===== src/rtl/deposit_pkg.sv =====
// Shared types and helpers for the deposit bank: per-channel state encoding
// and the channel-select width calculation.
package deposit_pkg;

    // Per-channel override state.
    typedef enum logic [1:0] {
        CH_IDLE = 2'd0,
        CH_DEP  = 2'd1,
        CH_FRC  = 2'd2
    } ch_state_t;

    // Width of a channel index; a single channel still needs a 1-bit select.
    function automatic int calc_cw(input int n);
        if (n > 1) begin
            return $clog2(n);
        end else begin
            return 1;
        end
    endfunction

endpackage


===== src/rtl/deposit_cell.sv =====
// One channel of the deposit bank. A reg channel holds a single stored value;
// a net channel keeps the driver value separately so that q can return to it
// when a deposit is overwritten or a force is released.
module deposit_cell
    import deposit_pkg::*;
#(
    parameter int W      = 8,
    parameter bit IS_NET = 1'b0
) (
    input  logic         clk,
    input  logic         rst_n,
    input  logic         wr_en,
    input  logic [W-1:0] wr_data,
    input  logic         dep_en,
    input  logic [W-1:0] dep_data,
    input  logic         frc_en,
    input  logic         rel_en,
    input  logic [W-1:0] frc_data,
    output logic [W-1:0] q,
    output logic         dep_pending,
    output logic         frc_active
);

    ch_state_t    state_q, state_d;
    logic [W-1:0] val_q, val_d;
    logic [W-1:0] drv_q, drv_d;

    // Next-state resolution: force beats release beats deposit beats write.
    always_comb begin
        state_d = state_q;
        val_d   = val_q;
        drv_d   = drv_q;

        // A net's driver keeps tracking writes in every state, even when forced.
        if (IS_NET && wr_en) begin
            drv_d = wr_data;
        end else begin
            drv_d = drv_q;
        end

        if (frc_en) begin
            state_d = CH_FRC;
            val_d   = frc_data;
        end else begin
            case (state_q)
                CH_FRC: begin
                    if (rel_en) begin
                        state_d = CH_IDLE;
                        // A net snaps back to its driver; a reg keeps the forced value.
                        if (IS_NET) begin
                            val_d = drv_d;
                        end else begin
                            val_d = val_q;
                        end
                    end else begin
                        state_d = state_q;
                        val_d   = val_q;
                    end
                end
                CH_IDLE, CH_DEP: begin
                    if (dep_en) begin
                        state_d = CH_DEP;
                        val_d   = dep_data;
                    end else if (wr_en) begin
                        // A pending deposit on a net survives a write that does
                        // not change the driver value.
                        if (!IS_NET || (state_q == CH_IDLE) || (wr_data != drv_q)) begin
                            state_d = CH_IDLE;
                            val_d   = wr_data;
                        end else begin
                            state_d = state_q;
                            val_d   = val_q;
                        end
                    end else begin
                        state_d = state_q;
                        val_d   = val_q;
                    end
                end
                default: begin
                    state_d = CH_IDLE;
                    val_d   = val_q;
                end
            endcase
        end
    end

    // Channel state, visible value and driver value registers.
    always_ff @(posedge clk or negedge rst_n) begin
        if (!rst_n) begin
            state_q <= CH_IDLE;
            val_q   <= '0;
            drv_q   <= '0;
        end else begin
            state_q <= state_d;
            val_q   <= val_d;
            drv_q   <= drv_d;
        end
    end

    assign q           = val_q;
    assign dep_pending = (state_q == CH_DEP);
    assign frc_active  = (state_q == CH_FRC);

endmodule


===== src/rtl/deposit_bank.sv =====
// Bank of N deposit/force channels. The top only decodes the shared deposit
// and force/release requests onto per-channel strobes; all state lives in
// the per-channel cells.
module deposit_bank
    import deposit_pkg::*;
#(
    parameter int         W        = 8,
    parameter int         N        = 4,
    parameter logic [N-1:0] NET_MASK = '0,
    localparam int        CW       = calc_cw(N)
) (
    input  logic           clk,
    input  logic           rst_n,
    input  logic [N-1:0]   wr_en,
    input  logic [N*W-1:0] wr_data,
    input  logic           dep_en,
    input  logic [CW-1:0]  dep_ch,
    input  logic [W-1:0]   dep_data,
    input  logic           frc_en,
    input  logic           rel_en,
    input  logic [CW-1:0]  frc_ch,
    input  logic [W-1:0]   frc_data,
    output logic [N*W-1:0] q,
    output logic [N-1:0]   dep_pending,
    output logic [N-1:0]   frc_active
);

    logic         dep_ok_s;
    logic         frc_ok_s;
    logic [N-1:0] dep_sel_s;
    logic [N-1:0] frc_sel_s;
    logic [N-1:0] rel_sel_s;

    // Out-of-range channel selects are dropped entirely.
    always_comb begin
        dep_ok_s = 1'b0;
        frc_ok_s = 1'b0;
        if (int'(dep_ch) < N) begin
            dep_ok_s = dep_en;
        end else begin
            dep_ok_s = 1'b0;
        end
        if (int'(frc_ch) < N) begin
            frc_ok_s = 1'b1;
        end else begin
            frc_ok_s = 1'b0;
        end
    end

    for (genvar i = 0; i < N; i++) begin : g_ch
        localparam logic [CW-1:0] IDX = CW'(i);

        assign dep_sel_s[i] = dep_ok_s && (dep_ch == IDX);
        assign frc_sel_s[i] = frc_ok_s && frc_en && (frc_ch == IDX);
        assign rel_sel_s[i] = frc_ok_s && rel_en && (frc_ch == IDX);

        deposit_cell #(
            .W      (W),
            .IS_NET (NET_MASK[i])
        ) u_cell (
            .clk         (clk),
            .rst_n       (rst_n),
            .wr_en       (wr_en[i]),
            .wr_data     (wr_data[i*W +: W]),
            .dep_en      (dep_sel_s[i]),
            .dep_data    (dep_data),
            .frc_en      (frc_sel_s[i]),
            .rel_en      (rel_sel_s[i]),
            .frc_data    (frc_data),
            .q           (q[i*W +: W]),
            .dep_pending (dep_pending[i]),
            .frc_active  (frc_active[i])
        );
    end

endmodule


===== config.mk =====
export PLATFORM = sky130hd
export DESIGN_NAME = deposit_bank
export DESIGN_NICKNAME = d
export VERILOG_FILES = /design/src/rtl/deposit_pkg.sv /design/src/rtl/deposit_cell.sv /design/src/rtl/deposit_bank.sv
export SDC_FILE = /design/constraint.sdc
export NUM_CORES = 1
export LEC_CHECK = 0
export ABC_AREA = 1
export ABC_CLOCK_PERIOD_IN_PS = 1750
export BUFFER_PORTS_ARGS = -buffer_cell sky130_fd_sc_hd__clkbuf_2
export CELL_PAD_IN_SITES_DETAIL_PLACEMENT = 0
export CELL_PAD_IN_SITES_GLOBAL_PLACEMENT = 1
export CORE_MARGIN = 2
export CORE_UTILIZATION = 37
export DETAILED_ROUTE_END_ITERATION = 8
export HOLD_SLACK_MARGIN = 0.03
export PLACE_DENSITY_LB_ADDON = 0.1
export SYNTH_ARGS = -nofsm -noshare
export SYNTH_HDL_FRONTEND = slang
export SYNTH_SLANG_ARGS = --single-unit

===== constraint.sdc =====
create_clock -name clk -period 1.75 [get_ports clk]
set_input_delay 0.0875 -clock clk [delete_from_list [all_inputs] [get_ports clk]]
set_output_delay 0.0875 -clock clk [all_outputs]
set_load 0.1 [all_outputs]

==> impl_metrics.csv <==
group,metric,value,unit
layout,area.sequential,1000,sq um
floorplanning,placeableCoreArea,7180,sq um
logic_synthesis,synth_cell_types,22,
logic_synthesis,synth_sequential_area_ratio,0.370,
route,drt_pre_antenna_iters,4,
clock_tree,cts_root_buf,"clkbuf_8",
route,vias,2851,
timing,worst_slack,127,ps
timing,max_slew.worst_pin.slew,576,ps
logic_synthesis,yosys.area_share.simple,0.479,
timing,timing.final.hold_violations,0,
clock_tree,tritoncts,"yes",
critical_path,cp_capture_type,"output port",
grt,gr-usage-all-layers,0.220,
timing,rsz0062_at_grt,"false",
floorplanning,die_w,89.5,um
layout,drive_gt1_frac,0.290,
critical_path,crit_type,"reg -> out",
clock_tree,clkLatencyLatePin,300,ps
floorplanning,floorplan.rows,31,
power,worst_ir_drop_vdd,527,uV
grt,antenna_found_initial,0,
logic_synthesis,synth_top_area_share,0.370,
power,power_per_cell_area,1220,nW/um^2
floorplanning,floorplan.die.height,89.5,um
logic_synthesis,syn-instance-count,395,
logic_synthesis,largest_family_of_logic_cells_by_synthesized_area,"simple AND/OR/NAND/NOR gates",
critical_path,crit_path_start,"g_ch[0].u_cell.state_q[1]",
layout,layout.cell_area.non_filler,3330,sq um
critical_path,worstPathMaxFanout,5,
logic_synthesis,yosysTopAreaCell,"dfrtp_1",
route,drt_first_iter_violations,98,
layout,syn2layout_area_growth,23.1,%
logic_synthesis,synthFlopType,"dfrtp_1",
grt,first_global_vias,2660,
placement,globalplace.congestion,0.815,
timing,finalCriticalPeriod,1620,ps
timing,max_clock_freq,616,MHz
power,power.switching_fraction,0.564,
placement,post_dp_cell_area,3230,sq um
layout,antenna_cells_inserted,0,
power,power_frac_clock,0.162,
grt,grt_overflow,0,
critical_path,critPathArrivalTime,1540,ps
route,detail_route.drc_violations,0,
power,power.static_leakage,1.95,nW
power,share_comb_of_total_power,0.541,
timing,setup-tns-final,0,ps
flow_run,max_cap_violations,0,
layout,finalNetCount,547,
layout,n_fill_cell,812,
placement,port_buffer_count,100,
timing,post-route-period-util,0.927,
run_status,status,"complete, no violations",
floorplanning,die_area,8010,sq um
logic_synthesis,synth-seq-cells,40,
critical_path,critPathRequiredTime,1660,ps
logic_synthesis,syn-cell-area,2710,sq um
logic_synthesis,muxShareOfSynthArea,0,
clock_tree,cts_hold_buf,1,
logic_synthesis,netlist_top_cells_area,"dfrtp_1 (37%), nand2_1 (20%), nand3_1 (14%)",
critical_path,timing.critical_path.from_type,"register",
logic_synthesis,synth_xor_area_frac,0,
grt,grt_max_degree,22,
clock_tree,tritoncts.num_buffers,5,
power,p_switching,2.28,mW
timing,clock-skew-final,7.46,ps
power,pwr-share-seq,0.297,
logic_synthesis,synth_edf_count,0,
clock_tree,cts_setup_buffers,0,
layout,multiInputGateArea,1370,sq um
grt,grt_first_pass_wirelength,13.3,mm
route,antenna_violating_nets_post_route,0,
clock_tree,path_clk_slew,90,ps
logic_synthesis,synth-adder-area-share,0,
timing,maxSlewHeadroom,0.616,
logic_synthesis,synth.net_count,456,
clock_tree,post_cts_resize_count,0,
floorplanning,floorplan.io_pins,101,
logic_synthesis,ys.warnings.count,0,
placement,placement.setup.worst_slack,334,ps
floorplanning,floorplan.initialDensity,0.377,
clock_tree,cts.sink_count,40,
route,detail_route.wirelength,8.47,mm
timing,timing.final.max_slew_violations,0,
placement,dp_hpwl,6.65,mm
min_path,hp-class,"in -> reg",
route,wire_per_inst,14.5,um
min_path,hold_path_startpoint,"wr_en[1]",
logic_synthesis,synth-compound-area-share,0.0264,
critical_path,rr_startpoint,"g_ch[3].u_cell.state_q[1]",
route,via_density_per_instance,4.87,
logic_synthesis,async_flop_share,1.00,
clock_tree,ctsHtreeMaxLevel,2,
timing,timing.final.setup_violations,0,
clock_tree,cts.path.max_buffers,2,
power,power_report.internal_total,1.77,mW
logic_synthesis,avgSynthCellArea,6.85,sq um
==> registers in the layout (all words and copies together) (netlist names) <==
name                 flops
g_ch.u_cell.state_q      8
g_ch.u_cell.q           32
==> per-stage QoR <==
step / util / total power [mW] / hold WS (ps) / instances
after floorplan: - / 3.02 / -208 / 395
after global placement: 0.450 / 3.42 / 118 / 577
after detailed placement: 0.450 / 3.42 / 107 / 577
after CTS: 0.464 / 4.09 / 58.6 / 586
after global routing: 0.464 / 4.27 / 82.5 / 586
final: 0.464 / 4.05 / 69.9 / 586
==> worst paths after layout <==
kind	endpoint	slack, ps	cells past startpoint
setup / recovery	frc_active[0]	130	3
hold / removal	g_ch[1].u_cell.state_q[0]	70	4
setup reg to reg	g_ch[3].u_cell.q[6]	670	6
hold reg to reg	g_ch[2].u_cell.q[7]	480	2
max in group asynchronous	g_ch[0].u_cell.q[5]	920	3
min in group asynchronous	g_ch[3].u_cell.state_q[0]	320	2
==> critical path, cell delays in order (launching register included) <==
cell,delay (ps)
dfrtp_1,350
inv_1,120
nor2_1,260
clkbuf_2,510
==> placed cells by master, fill, tap and decap left out, types with 6 or more instances in the layout <==
cell,n
clkbuf_2,100
clkbuf_8,6
dfrtp_1,40
inv_1,38
nand2_1,143
nand2_2,7
nand3_1,74
nand4_1,29
nor2_1,12
==> cell usage after synthesis, types with 2 or more instances <==
cell and instances:
nor2_1 12, nand2_4 2, o21ai_1 2, or2_2 3, buf_6 2, buf_4 13, nand2_2 7, buf_2 8
inv_4 3, nand4_1 29, o21ai_0 2, o31ai_1 4, dfrtp_1 40, nand3_2 5, inv_2 4, inv_1 38
nand3_1 74, nand2_1 143
==> cell type report <==
class | count | area share
Tap cell | 99 | 0.0372
Inverter | 45 | 0.0530
Sequential cell | 40 | 0.301
Clock inverter | 2 | 0.00301
Clock buffer | 6 | 0.0248
Timing Repair Buffer | 107 | 0.171
Multi-Input combinational cell | 287 | 0.411
==> per-layer routing <==
| metal | share of wire | GRT usage | vias to the layer above |
|---|---|---|---|
| met2 | 0.48 | 0.359 | 77 |
| met1 | 0.47 | 0.303 | 1302 |
| met3 | 0.045 | 0.0397 | 8 |
| met4 | 0.0080 | 0.0488 | 0 |
| met5 | 0 | 0 | - |
| li1 | - | - | 1464 |
==> power groups by stage <==
stage | Clock, mW | Sequential, mW | Combinational [mW]
after floorplan | 0 | 2.39 | 0.626
after global placement | 0 | 1.22 | 2.20
after detailed placement | 0 | 1.22 | 2.20
after CTS | 0.684 | 1.20 | 2.21
after global routing | 0.719 | 1.23 | 2.32
final | 0.655 | 1.20 | 2.19
==> cells by family (layout without fill, tap and decap cells) <==
| kind of cell | after synthesis | after routing |
|---|---|---|
| and+or+nand+nor | 277 | 277 |
| AOI/OAI and AO/OA | 10 | 10 |
| DFF | 40 | 40 |
| buffers and inverters | 68 | 160 |
No activity file was read; power rests on OpenSTA's default activity.
